`src/rtl/fib_convert_arbiter.sv`:
```
// Round-robin arbiter/sequencer sharing one Fibonacci-to-binary converter between NREQ requesters.
// Optional RUN watchdog enabled by defining FIB_ARB_TIMEOUT_EN.
module fib_convert_arbiter #(
  parameter int unsigned NREQ    = 4,
  parameter int unsigned TIMEOUT = 64
) (
  input  logic                 clk,
  input  logic                 rst,
  input  logic [NREQ-1:0]      req,
  input  logic [32*NREQ-1:0]   req_data,
  output logic [NREQ-1:0]      gnt,
  output logic [NREQ-1:0]      rsp_valid,
  output logic [31:0]          rsp_data,
  output logic                 rsp_err,
  output logic                 busy,
  output logic                 en_convert,
  output logic [31:0]          input_f,
  input  logic                 convert_done,
  input  logic [31:0]          f_b_out
);

  localparam int unsigned PtrW = (NREQ > 1) ? $clog2(NREQ) : 1;

  if (NREQ < 2 || NREQ > 8 || TIMEOUT < 2 || TIMEOUT > 1023) begin : g_param_chk
    $error("fib_convert_arbiter: NREQ or TIMEOUT out of range");
  end

  typedef enum logic [1:0] {StIdle, StRun, StResp, StDrain} state_e;

  state_e          state_q, state_d;
  logic [PtrW-1:0] ptr_q, ptr_d;
  logic [PtrW-1:0] win_q, win_d;
  logic [PtrW-1:0] pick;
  logic            found;
  logic [NREQ-1:0] gnt_q, gnt_d;
  logic [NREQ-1:0] rsp_valid_q, rsp_valid_d;
  logic [31:0]     rsp_data_q, rsp_data_d;
  logic            rsp_err_q, rsp_err_d;
  logic            busy_q, busy_d;
  logic            en_convert_q, en_convert_d;
  logic [31:0]     input_f_q, input_f_d;
  logic            tmo;

`ifdef FIB_ARB_TIMEOUT_EN
  logic [9:0] cnt_q, cnt_d;

  // Counter is zero outside RUN, so it is already clear on RUN entry.
  always_comb begin
    cnt_d = 10'd0;
    if (state_q == StRun) cnt_d = cnt_q + 10'd1;
  end

  assign tmo = (cnt_q == 10'(TIMEOUT - 1));

  always_ff @(posedge clk or negedge rst) begin
    if (!rst) cnt_q <= 10'd0;
    else      cnt_q <= cnt_d;
  end
`else
  assign tmo = 1'b0;
`endif

  // First asserted request at or above ptr_q, wrapping modulo NREQ.
  always_comb begin
    pick  = '0;
    found = 1'b0;
    for (int unsigned i = 0; i < NREQ; i++) begin
      int unsigned idx;
      idx = (32'(ptr_q) + i) % NREQ;
      if (!found && req[PtrW'(idx)]) begin
        found = 1'b1;
        pick  = PtrW'(idx);
      end
    end
  end

  always_comb begin
    state_d     = state_q;
    ptr_d       = ptr_q;
    win_d       = win_q;
    gnt_d       = '0;
    rsp_valid_d = '0;
    rsp_err_d   = 1'b0;
    rsp_data_d  = rsp_data_q;
    input_f_d   = input_f_q;
    unique case (state_q)
      StIdle: begin
        if (found) begin
          state_d     = StRun;
          win_d       = pick;
          gnt_d[pick] = 1'b1;
          input_f_d   = req_data[32*pick +: 32];
          ptr_d       = (32'(pick) == NREQ - 1) ? '0 : pick + 1'b1;
        end
      end
      StRun: begin
        // A completion in the same cycle as the watchdog limit takes priority.
        if (convert_done) begin
          state_d              = StResp;
          rsp_valid_d[win_q]   = 1'b1;
          rsp_data_d           = f_b_out;
        end else if (tmo) begin
          state_d              = StResp;
          rsp_valid_d[win_q]   = 1'b1;
          rsp_data_d           = 32'h0;
          rsp_err_d            = 1'b1;
        end
      end
      StResp:  state_d = StDrain;
      StDrain: if (!convert_done) state_d = StIdle;
      default: state_d = StIdle;
    endcase
    busy_d       = (state_d != StIdle);
    en_convert_d = (state_d == StRun);
  end

  always_ff @(posedge clk or negedge rst) begin
    if (!rst) begin
      state_q      <= StIdle;
      ptr_q        <= '0;
      win_q        <= '0;
      gnt_q        <= '0;
      rsp_valid_q  <= '0;
      rsp_data_q   <= 32'h0;
      rsp_err_q    <= 1'b0;
      busy_q       <= 1'b0;
      en_convert_q <= 1'b0;
      input_f_q    <= 32'h0;
    end else begin
      state_q      <= state_d;
      ptr_q        <= ptr_d;
      win_q        <= win_d;
      gnt_q        <= gnt_d;
      rsp_valid_q  <= rsp_valid_d;
      rsp_data_q   <= rsp_data_d;
      rsp_err_q    <= rsp_err_d;
      busy_q       <= busy_d;
      en_convert_q <= en_convert_d;
      input_f_q    <= input_f_d;
    end
  end

  assign gnt        = gnt_q;
  assign rsp_valid  = rsp_valid_q;
  assign rsp_data   = rsp_data_q;
  assign rsp_err    = rsp_err_q;
  assign busy       = busy_q;
  assign en_convert = en_convert_q;
  assign input_f    = input_f_q;

endmodule

```
`config.mk`:
```
export PLATFORM = sky130hd
export DESIGN_NAME = fib_convert_arbiter
export DESIGN_NICKNAME = d
export VERILOG_FILES = /design/src/rtl/fib_convert_arbiter.sv
export SDC_FILE = /design/constraint.sdc
export NUM_CORES = 1
export LEC_CHECK = 0
export CORE_AREA = 2 2 94 96
export CTS_BUF_LIST = sky130_fd_sc_hd__clkbuf_4
export CTS_CLUSTER_DIAMETER = 100
export DETAILED_ROUTE_END_ITERATION = 10
export DIE_AREA = 0 0 96 98
export DONT_BUFFER_PORTS = 1
export SYNTH_ARGS = -nofsm -noshare
export SYNTH_HDL_FRONTEND = slang
export SYNTH_SLANG_ARGS = --single-unit
export TNS_END_PERCENT = 5
```
`constraint.sdc`:
```
create_clock -name clk -period 2.13 [get_ports clk]
set_clock_uncertainty 0.2 [all_clocks]
set_input_delay 0.426 -clock clk [delete_from_list [all_inputs] [get_ports clk]]
set_output_delay 0.426 -clock clk [all_outputs]
set_load 0.01 [all_outputs]
```
[After elaboration in Yosys (flattened, before gate mapping)]
Cells that the tools add are included.
Storage, ports and cells
  input port bits: 167
  output and inout bits: 75
  logic and storage cells: 68
  register bits: 80
Cells by class
  order comparisons: 8
  shifts and indexed selects: 1
  eq/ne operators: 5
  add/subtract/negate cells: 4
  mux-type cells: 29
  reductions and logical operators: 12
Operators by type and width (count)
  variable part select 128 x 8 -> 32 bit: 1
  < comparator 2 x 3 -> 1 bit (second input constant): 6
  two-way mux 2 bit: 8
  two-way mux 4 bit: 4
  two-way mux 1 bit: 10
  binary-select mux 1 bit (select 2 bit): 4
  case mux 2 bit (4 select lines): 1
  equality test 2 bit (second input constant): 3
  logical AND 1 bit: 5
  adder 2 x 1 -> 2 bit (second input constant): 2
  adder 2 bit (second input constant): 2
  demux 1 bit (select 2 bit): 2
  equality test 2 x 1 -> 1 bit (second input constant): 2
  >= comparator 2 x 1 -> 1 bit (second input constant): 2
  AND reduction 2 bit: 2
  zero test 1 bit: 3
  zero test 2 bit: 1
  nonzero test 2 bit: 1

[Depth between registers and ports, before layout]
  word-level depth: 18
  gate-level depth with buffers: 10
  gate-level depth less buffers: 7

[Worst setup path before layout]
Ideal clock, no wire load.
  path type: flip-flop to flip-flop
  start point: register ptr_q[1]
  end point: register ptr_q[0]
  data required time: 1.835 ns
  path slack: 0.190 ns
  buffers on the path: 3
  arrival time: 1.644 ns
  library setup time: 0.095 ns
  stages on the path, launching flop included: 10
  period minus slack after synthesis: 1.940 ns
  cell sequence: dfrtp_1 > nand2b_1 > a21oi_1 > a211o_1 > buf_2 > buf_8 > buf_6 > inv_2 > ha_1 > o31ai_1
Between the ends
  longest elaborated chain between the ends: 14
  elaborated cells between the ends (all ways): 29
  classes of those cells: add/sub: 4; eq/ne: 1; mux: 17; reduce/logical: 7
RTL lines
  from (decl): RTL line 31  | logic [PtrW-1:0] ptr_q, ptr_d;
  from (signal assigned): RTL line 131  | ptr_q <= ptr_d;
  branches (longest 14 deep; another with adder 2 x 1 -> 2 bit)
Several ways; the timed one is not identified. The select of a mux whose other input is x is not followed.
A chain may end at the register's enable or synchronous reset.

[Worst setup path after layout]
  start point: register ptr_q[1]
  end point: register input_f_q[9] (netlist: input_f[9])
Between the ends
  longest elaborated chain between the ends: 13
  elaborated cells between the ends (all ways): 27
  classes of those cells: add/sub: 3; shift: 1; mux: 16; reduce/logical: 7
RTL lines
  branches (longest 13 deep; another with adder 2 x 1 -> 2 bit)
  to (signal assigned): RTL line 139  | input_f_q <= input_f_d;
  to (decl): RTL line 41  | logic [31:0] input_f_q, input_f_d;
Several ways; the timed one is not identified. The select of a mux whose other input is x is not followed.

==> flow_summary.ini <==
[clocking]
cts_root_buffer = clkbuf_4
cts_resized = 0
cts_tree = yes
cts.reportedPaths.clkPinSlew_ns = 0.13
numCtsBuffers = 9
cts_num_sinks = 80
hold_buffers = 33
post-cts-setup-buffer-count = 0
clkLatencyLatePin_ns = 0.41
cts.path.max_buffers = 2
cts_max_level = 3

[floorplan]
die_area_um2 = 9408
ios = 242
dieWidth_um = 96
die_y_um = 98
initial_utilization_pct = 44.92
rows = 34
coreArea_um2 = 8466

[synth]
ys_async_sr_fraction_pct = 100.0
synthXorXnorAreaFrac_pct = 0.2303
synth_warnings = 0
synth_top_family_by_area = multiplexers
netlist_area_um2 = 3802
ys.flop_type = dfrtp_1
synth.most_common_cell = nand2_1
synthCells = 378
synthMuxAreaShare_pct = 17.11
yosysSeqAreaShare_pct = 52.65
synth_top_area_cell = dfrtp_1
synth_cell_types = 30
synthTopCellsByCount = nand2_1, dfrtp_1, mux2i_1, o221ai_1, clkbuf_1
synthSimpleGateAreaFrac_pct = 16.55
syn-num-nets = 546
syn_area_per_cell_um2 = 10.06
synthAdderAreaFrac_pct = 0.3291
yosys-top-cells-area = dfrtp_1, mux2i_1, nand2_1
synth_edf_count = 0
yosysTopAreaCellShare_pct = 52.65
synth-seq-cells = 80
synth_compound_area_share_pct = 8.786

[placement]
place_inst = 472
gp_congestion = 0.7690
numPortBuffers = 0
dp_slack_ns = 0.1736
placed_area_um2 = 3949
hpwl_mm = 6.801

[route]
vias = 2979
drt_iter0_drc = 59
wl_mm = 9.778
postRouteAntennaNets = 0
wl_met1_mm = 3.823
first_pass_iters = 4
dr_wl_met3_um = 617
wl_per_cell_um = 18.80
met2_length_mm = 5.165
routed_via_density = 5.729
drc = 0
top_layer = met4

[pwr]
switching_share_pct = 41.26
power_frac_comb_pct = 35.1
clkPwrFrac_pct = 16.2
p_leak_uw = 0.002257
power_switching_uw = 2584
vdd_drop_max_uv = 612.1
finalPower_uw = 6263
power_frac_seq_pct = 48.7
p_per_area_nw_per_um2 = 1411
p_int_uw = 3679

[cells_and_area]
area_delta_synth_final_pct = 16.75
nets = 576
stdcell_count = 520
drive_gt1_share_pct = 7.039
stdcell_area_um2 = 4439
diodes = 0
fill_cells = 774

[outcome]
status = complete, but fails checks
violations = hold timing

[sta]
period_needed_ns = 1.987
drv_slew = 0
period_share_pct = 93.29
layout_setup_ws_ns = 0.1430
finalHoldViolations = 80
whs_ns = -0.5148
finalSetupViolations = 0
fin_tns_setup_ns = 0
rsz0062_at_grt = false
max_freq_ghz = 0.5033

[grt]
gr-total-overflow = 0
grt_pass1_wl_mm = 15.18
grt_usage_pct = 20.66
antenna_found_initial = 0
grt_max_degree = 81
grt_pass1_vias = 3072

[hold_path]
min_path_type = primary input to async pin

[critical_path]
worstSetupStartpointType = register
cp_data_arrival_time_ns = 2.08
crit_fanout = 35
critPathCaptureType = register
cp.required_ns = 2.22
worstSetupPathType = register to register

[flow_run]
maxCapViolations = 0
-- state kept, by name (all words and copies together), names as in the netlist --
name	count
input_f	32
win_q	2
rsp_valid	4
rsp_data	32
busy	1
gnt	4
state_q	2
ptr_q	2
en_convert	1
-- routing by layer --
layer / vias to the layer above / GRT usage, %
li1: 1370 / -
met1: 1467 / 24.45
met2: 127 / 35.52
met3: 15 / 5.247
met4: 0 / 7.802
met5: - / 0
-- power groups by stage --
| stage | registers, uW | clock network (uW) | logic, uW |
|---|---|---|---|
| after detailed placement | 3090 | 0 | 2160 |
| after global placement | 3070 | 0 | 2070 |
| after CTS | 3060 | 1060 | 2210 |
| final | 3050 | 1010 | 2200 |
| after global routing | 3150 | 1110 | 2480 |
| after floorplan | 2880 | 0 | 1730 |
-- worst paths after layout --
check | startpoint | end | slack [ns] | depth (start not counted)
max | ptr_q[1] | input_f[9] | 0.14 | 6
min | rst | rsp_data[15] | -0.51 | 0
max reg2reg | ptr_q[1] | input_f[9] | 0.14 | 6
min reg2reg | win_q[1] | rsp_valid[0] | 0.32 | 1
max in group asynchronous | rst | rsp_valid[1] | 2.12 | 0
min in group clk | req_data[45] | input_f[13] | 0.05 | 2
-- per-stage QoR --
stage | utilization [%] | hold WS [ns]
3_5_place_dp | 46.64 | -0.06800
5_1_grt | 52.44 | -0.5693
3_3_place_gp | 46.64 | -0.06830
6_report | 52.44 | -0.5148
4_1_cts | 52.44 | -0.5591
2_1_floorplan | - | -0.06959
-- layout by cell type, fill, tap and decap left out, types with 2 or more instances in the layout --
cell	instances
a21oi_1	3
buf_12	5
buf_4	6
bufinv_16	2
clkbuf_4	9
clkinvlp_4	2
dfrtp_1	80
dlygate4sd3_1	33
inv_1	2
inv_6	2
mux2i_1	65
nand2_1	139
nand2b_1	3
nor2_1	9
nor3_1	2
nor3b_1	2
o221ai_1	32
-- critical path, stage by stage, from the launching register on --
cell	delay (ns)
dfrtp_1	0.47
nand2b_1	0.18
a21oi_1	0.18
a211o_4	0.16
buf_12	0.25
mux2i_1	0.26
o221ai_1	0.15
-- cells by family (layout without fill, tap and decap cells) --
group | Yosys count | count (layout)
buf+inv | 29 | 63
xor+xnor | 1 | 1
compound gates | 41 | 41
other cells | 1 | 1
mux | 65 | 65
simple gates | 160 | 160
flops | 80 | 80
fa+ha+maj | 1 | 1
-- cell type report --
class                           count  area, um^2  area share (%)
Inverter                            4       15.01          0.3382
Clock inverter                      6       92.59           2.086
Clock buffer                        9       67.56           1.522
Multi-Input combinational cell    269        1652           37.20
Timing Repair Buffer               44       475.5           10.71
Tap cell                          108       135.1           3.044
Sequential cell                    80        2002           45.10
Note: power is estimated with default switching activity, not from simulation.
